--- src/rtl/spline_scan_sequencer.sv ---
// Walks the scan grid in raster order, kicking the interpolation engine once per point and
// forwarding each (x, y, peak_idx) result downstream over a valid/ready handshake.
module spline_scan_sequencer #(
  parameter int unsigned POINT_NUM_X = 240,
  parameter int unsigned POINT_NUM_Y = 220,
  parameter int unsigned IDX_W       = 32,
  parameter int unsigned TIMEOUT     = 4096,
  localparam int unsigned XW = (POINT_NUM_X > 1) ? $clog2(POINT_NUM_X) : 1,
  localparam int unsigned YW = (POINT_NUM_Y > 1) ? $clog2(POINT_NUM_Y) : 1,
  localparam int unsigned CW = $clog2(POINT_NUM_X * POINT_NUM_Y + 1)
) (
  input  logic             sys_clk,
  input  logic             sys_rst,
  input  logic             scan_start,
  input  logic             scan_abort,
  output logic             busy,
  output logic             scan_done,
  output logic             err_timeout,
  output logic             interp_start,
  output logic [XW-1:0]    interp_x,
  output logic [YW-1:0]    interp_y,
  input  logic             interp_done,
  input  logic [IDX_W-1:0] interp_peak_idx,
  output logic             out_vld,
  input  logic             out_rdy,
  output logic [XW-1:0]    out_x,
  output logic [YW-1:0]    out_y,
  output logic [IDX_W-1:0] out_peak_idx,
  output logic [CW-1:0]    point_cnt
);

  localparam int unsigned TW = $clog2(TIMEOUT);
  localparam logic [XW-1:0] XLast = XW'(POINT_NUM_X - 1);
  localparam logic [YW-1:0] YLast = YW'(POINT_NUM_Y - 1);
  localparam logic [TW-1:0] TLast = TW'(TIMEOUT - 1);

  typedef enum logic [2:0] {StIdle, StIssue, StWait, StEmit, StDone} state_e;

  state_e            state_q, state_d;
  logic [XW-1:0]     x_q, x_d;
  logic [YW-1:0]     y_q, y_d;
  logic [CW-1:0]     cnt_q, cnt_d;
  logic [TW-1:0]     timer_q, timer_d;
  logic [IDX_W-1:0]  peak_q, peak_d;
  logic              err_q, err_d;
  logic              x_last, y_last;

  assign x_last = (x_q == XLast);
  assign y_last = (y_q == YLast);

  always_ff @(posedge sys_clk) begin
    if (sys_rst) begin
      state_q <= StIdle;
      x_q     <= '0;
      y_q     <= '0;
      cnt_q   <= '0;
      timer_q <= '0;
      peak_q  <= '0;
      err_q   <= 1'b0;
    end else begin
      state_q <= state_d;
      x_q     <= x_d;
      y_q     <= y_d;
      cnt_q   <= cnt_d;
      timer_q <= timer_d;
      peak_q  <= peak_d;
      err_q   <= err_d;
    end
  end

  always_comb begin
    state_d = state_q;
    x_d     = x_q;
    y_d     = y_q;
    cnt_d   = cnt_q;
    timer_d = timer_q;
    peak_d  = peak_q;
    err_d   = err_q;
    // Abort drops straight to idle; counters and the sticky error are left for inspection.
    if (scan_abort) begin
      state_d = StIdle;
    end else begin
      unique case (state_q)
        StIdle: begin
          if (scan_start) begin
            x_d     = '0;
            y_d     = '0;
            cnt_d   = '0;
            err_d   = 1'b0;
            state_d = StIssue;
          end
        end
        StIssue: begin
          timer_d = '0;
          state_d = StWait;
        end
        StWait: begin
          if (interp_done) begin
            peak_d  = interp_peak_idx;
            state_d = StEmit;
          end else if (timer_q == TLast) begin
            peak_d  = '1;
            err_d   = 1'b1;
            state_d = StEmit;
          end else begin
            timer_d = timer_q + TW'(1);
          end
        end
        StEmit: begin
          if (out_rdy) begin
            cnt_d = cnt_q + CW'(1);
            // Coordinates stay on the last point once the scan completes.
            if (x_last && y_last) begin
              state_d = StDone;
            end else begin
              if (x_last) begin
                x_d = '0;
                y_d = y_q + YW'(1);
              end else begin
                x_d = x_q + XW'(1);
              end
              state_d = StIssue;
            end
          end
        end
        StDone: begin
          state_d = StIdle;
        end
        default: begin
          state_d = StIdle;
        end
      endcase
    end
  end

  assign busy         = (state_q == StIssue) || (state_q == StWait) || (state_q == StEmit);
  assign scan_done    = (state_q == StDone);
  assign err_timeout  = err_q;
  assign interp_start = (state_q == StIssue);
  assign interp_x     = x_q;
  assign interp_y     = y_q;
  assign out_vld      = (state_q == StEmit);
  assign out_x        = x_q;
  assign out_y        = y_q;
  assign out_peak_idx = peak_q;
  assign point_cnt    = cnt_q;

endmodule
--- config.mk ---
export PLATFORM = sky130hd
export DESIGN_NAME = spline_scan_sequencer
export DESIGN_NICKNAME = d
export VERILOG_FILES = /design/src/rtl/spline_scan_sequencer.sv
export SDC_FILE = /design/constraint.sdc
export NUM_CORES = 1
export LEC_CHECK = 0
export BUFFER_PORTS_ARGS = -buffer_cell sky130_fd_sc_hd__buf_2
export CORE_ASPECT_RATIO = 1.25
export CORE_MARGIN = 1
export CORE_UTILIZATION = 39
export DETAILED_ROUTE_END_ITERATION = 7
export GPL_TIMING_DRIVEN = 1
export PLACE_DENSITY_LB_ADDON = 0.2
export SLEW_MARGIN = 0
export SYNTH_ARGS = -nofsm -noshare
export SYNTH_HDL_FRONTEND = slang
export SYNTH_SLANG_ARGS = --single-unit
--- constraint.sdc ---
create_clock -name sys_clk -period 3.8 [get_ports sys_clk]
set_clock_uncertainty 0.05 [all_clocks]
set_input_delay 0.38 -clock sys_clk [delete_from_list [all_inputs] [get_ports sys_clk]]
set_output_delay 0.38 -clock sys_clk [all_outputs]
set_load 0.005 [all_outputs]
==> impl_metrics.tcl <==
set metrics [dict create \
    hold_path.startpoint "out_rdy" \
    hold_end "state_q[0]" \
    hold_fails_final_rpt 0 \
    sequential_cell_area_fraction_in_the_yosys_report_pct 44.0 \
    final.hold.worst_slack_ns 0.218 \
    power_per_cell_area_mw_per_mm2 401 \
    dpl-instance-area_sq_mm 0.00419 \
    floorplan.initialDensity_pct 40.1 \
    cap_violations 0 \
    drc_violation_count_after_routing 0 \
    clock_tree.buffer_depth 2 \
    synth-edff-count 0 \
    ys_ff_latch 80 \
    groute.usage.overall_pct 18.1 \
    tritoncts "yes" \
    die_w_um 88.4 \
    element_type_at_the_critical_path_end "flip-flop" \
    ant_nets 0 \
    cts.repair_timing.setup_buffer_count 0 \
    hpwlAfterDp_um 6040 \
    portBuffers 122 \
    slowest_stage_delay_on_critical_path_ns 0.61 \
    timing.rr.end "out_peak_idx[1]" \
    setup.worst_path.start_class "flip-flop" \
    maxClockFrequency_mhz 389 \
    place.gp.congestion 0.806 \
    ir_drop_v 0.000356 \
    critPathRequiredTime_ns 3.97 \
    tritoncts_num_sinks 80 \
    clkSlewWorstSetupHoldPaths_ns 0.06 \
    num_rows 39 \
    cp-startpoint "state_q[1]" \
    synth_top_area_share_pct 44.0 \
    via_count_of_the_first_global_routing_pass 2963 \
    timing.critical_path.fanout_max 32 \
    design.die.area_sq_mm 0.00972 \
    power.leakage_nw 1.89 \
    num-nets-final 531 \
    h-tree-depth 3 \
    cts.repair.resized 0 \
    drt_first_pass_iters 4 \
    synthFlopType "dfxtp_1" \
    run_status "finished, final reports clean" \
    rr_startpoint "state_q[1]" \
    grt_max_degree 41 \
    layout-drive-gt1-share_pct 37.3 \
    total_i_o_pin_count 123 \
    wirelength_um 8680 \
    ys_async_sr_fraction_pct 0 \
    synth_most_common_cell "dfxtp_1" \
    finalMaxSlewViolations 0 \
    synth.largest_area_cell "dfxtp_1" \
    yosysUniqueCellTypes 55 \
    yosys_warnings 0 \
    hold_depth 2 \
    die_height_um 110 \
    detailedRoute.firstIterationViolations 118 \
    ant_diodes 0 \
    final.setup.tns_ns 0 \
    synthTopCellsByCount "dfxtp_1 (80), nor2_1 (33), o221a_2 (30), nand2_1 (19)" \
    transition_at_the_pin_with_the_smallest_max_transition_slack_ns 1.20 \
    insertion_delay_ns 0.34 \
    critPathSlowestCell "nand2_1" \
    post_detailed_route_wirelength_per_cell_um 14.1 \
    fin_area_sq_mm 0.00449 \
    coreArea_sq_mm 0.00908 \
    route.vias.total 3361 \
    layout-area-overhead-vs-synth_pct 23.5 \
    wire_length_of_the_first_global_routing_pass_um 13800 \
    cts_buffers 9 \
    syn_area_per_cell_sq_um 9.30 \
    period_minus_slack_ns 2.57 \
    cp_cell_sequence "nor3b_1 > and2_1 > nand2_1 > o221a_2" \
    synth.net_count 433 \
    path_class "flip-flop to flip-flop" \
    overflow 0 \
    worst-endpoint-arrival_ns 2.74 \
    worst-r2r-setup-slack_ns 1.23 \
    synthTopCellsByArea "dfxtp_1 (44%), o221a_2 (9.3%), buf_4 (3.5%)" \
    synthesis.instances 391 \
    vias_per_cell 5.46 \
    grt_setup_unrepaired "false" \
    setup_viol 0 \
    master_cell_of_the_clock_root_buffer "clkbuf_16" \
    worst_hold_path_type "primary input to flip-flop" \
    r2r_cells 4 \
    cts_hold_buf 0 \
    antenna_found_initial 0 \
    synth.cell_area_sq_mm 0.00364 \
    period_share_pct 67.6 \
    slew-limit-headroom_pct 19.9 \
]
[report_power, final]
group,internal [W],switching (W)
sequential,0.000844,0.00000609
combinational,0.0000307,0.0000439
clock,0.000543,0.000335
[logic make-up (layout without fill, tap and decap cells)]
family / Yosys count / count (layout) / synth area share [%]
and+or+nand+nor: 138 / 138 / 20.3
AOI/OAI and AO/OA: 106 / 106 / 23.2
xor gates and xnor gates: 16 / 16 / 3.85
buffers and inverters: 47 / 149 / 7.22
DFF: 80 / 80 / 44.0
adders and majority gates: 4 / 4 / 1.38
[routing by layer]
metal	routed length, um	track usage, %	up-vias
met3	435	4.39	13
met5	0	0	-
li1	-	-	1651
met4	132	7.37	0
met1	3860	22.4	1601
met2	4260	30.1	96
[registers in the layout (all words and copies together) (netlist names)]
signal	count
err_timeout	1
out_peak_idx	32
timer_q	12
state_q	3
point_cnt	16
interp_y	8
interp_x	8
[area by class of cell]
type / instances / area, sq um
repair buffers: 123 / 618
flip-flops and latches: 80 / 1600
clock inverters: 4 / 52.6
well taps: 123 / 154
fillers: 909 / 4580
clock buffers: 11 / 253
multi-input cells: 264 / 1770
inverters: 11 / 41.3
[worst max path at each step]
stage | endpoint | cells past startpoint
finish | out_peak_idx[1] | 4
global route | out_peak_idx[15] | 4
CTS | out_peak_idx[25] | 4
detailed placement | point_cnt[7] | 4
global placement | err_timeout | 4
floorplan | interp_x[3] | 6
[worst max-delay path: cells and delay by family, from the launching register on]
kind,cells,cell delay [ns]
flip-flops,1,0.56
AO/OA/AOI/OAI,1,0.51
AND/OR/NAND/NOR,3,1.32
[metrics by stage]
stage / util (%) / instances / setup slack (ns) / power (W)
after floorplan: - / 391 / 1.84 / 0.000909
after global placement: 46.1 / 601 / 1.28 / 0.000944
final: 49.5 / 616 / 1.23 / 0.00180
after detailed placement: 46.1 / 601 / 1.17 / 0.000944
after global routing: 49.5 / 616 / 1.02 / 0.00187
after CTS: 49.5 / 616 / 1.27 / 0.00183
[layout by cell type, fill, tap and decap left out, drive strengths merged, types with 3 or more instances in the layout]
cell,count
dfxtp,80
nor3b,4
and2,6
nand3,17
buf,123
nand4,12
o31ai,9
a31oi,6
nor2,35
nor3,13
clkbuf,11
a21oi,15
o21ai,28
o21a,3
or3,6
ha,4
and3,9
nand2,19
o221a,33
xor2,5
inv,12
or4,4
xnor2,11
Power figures use the tool's default switching activity.
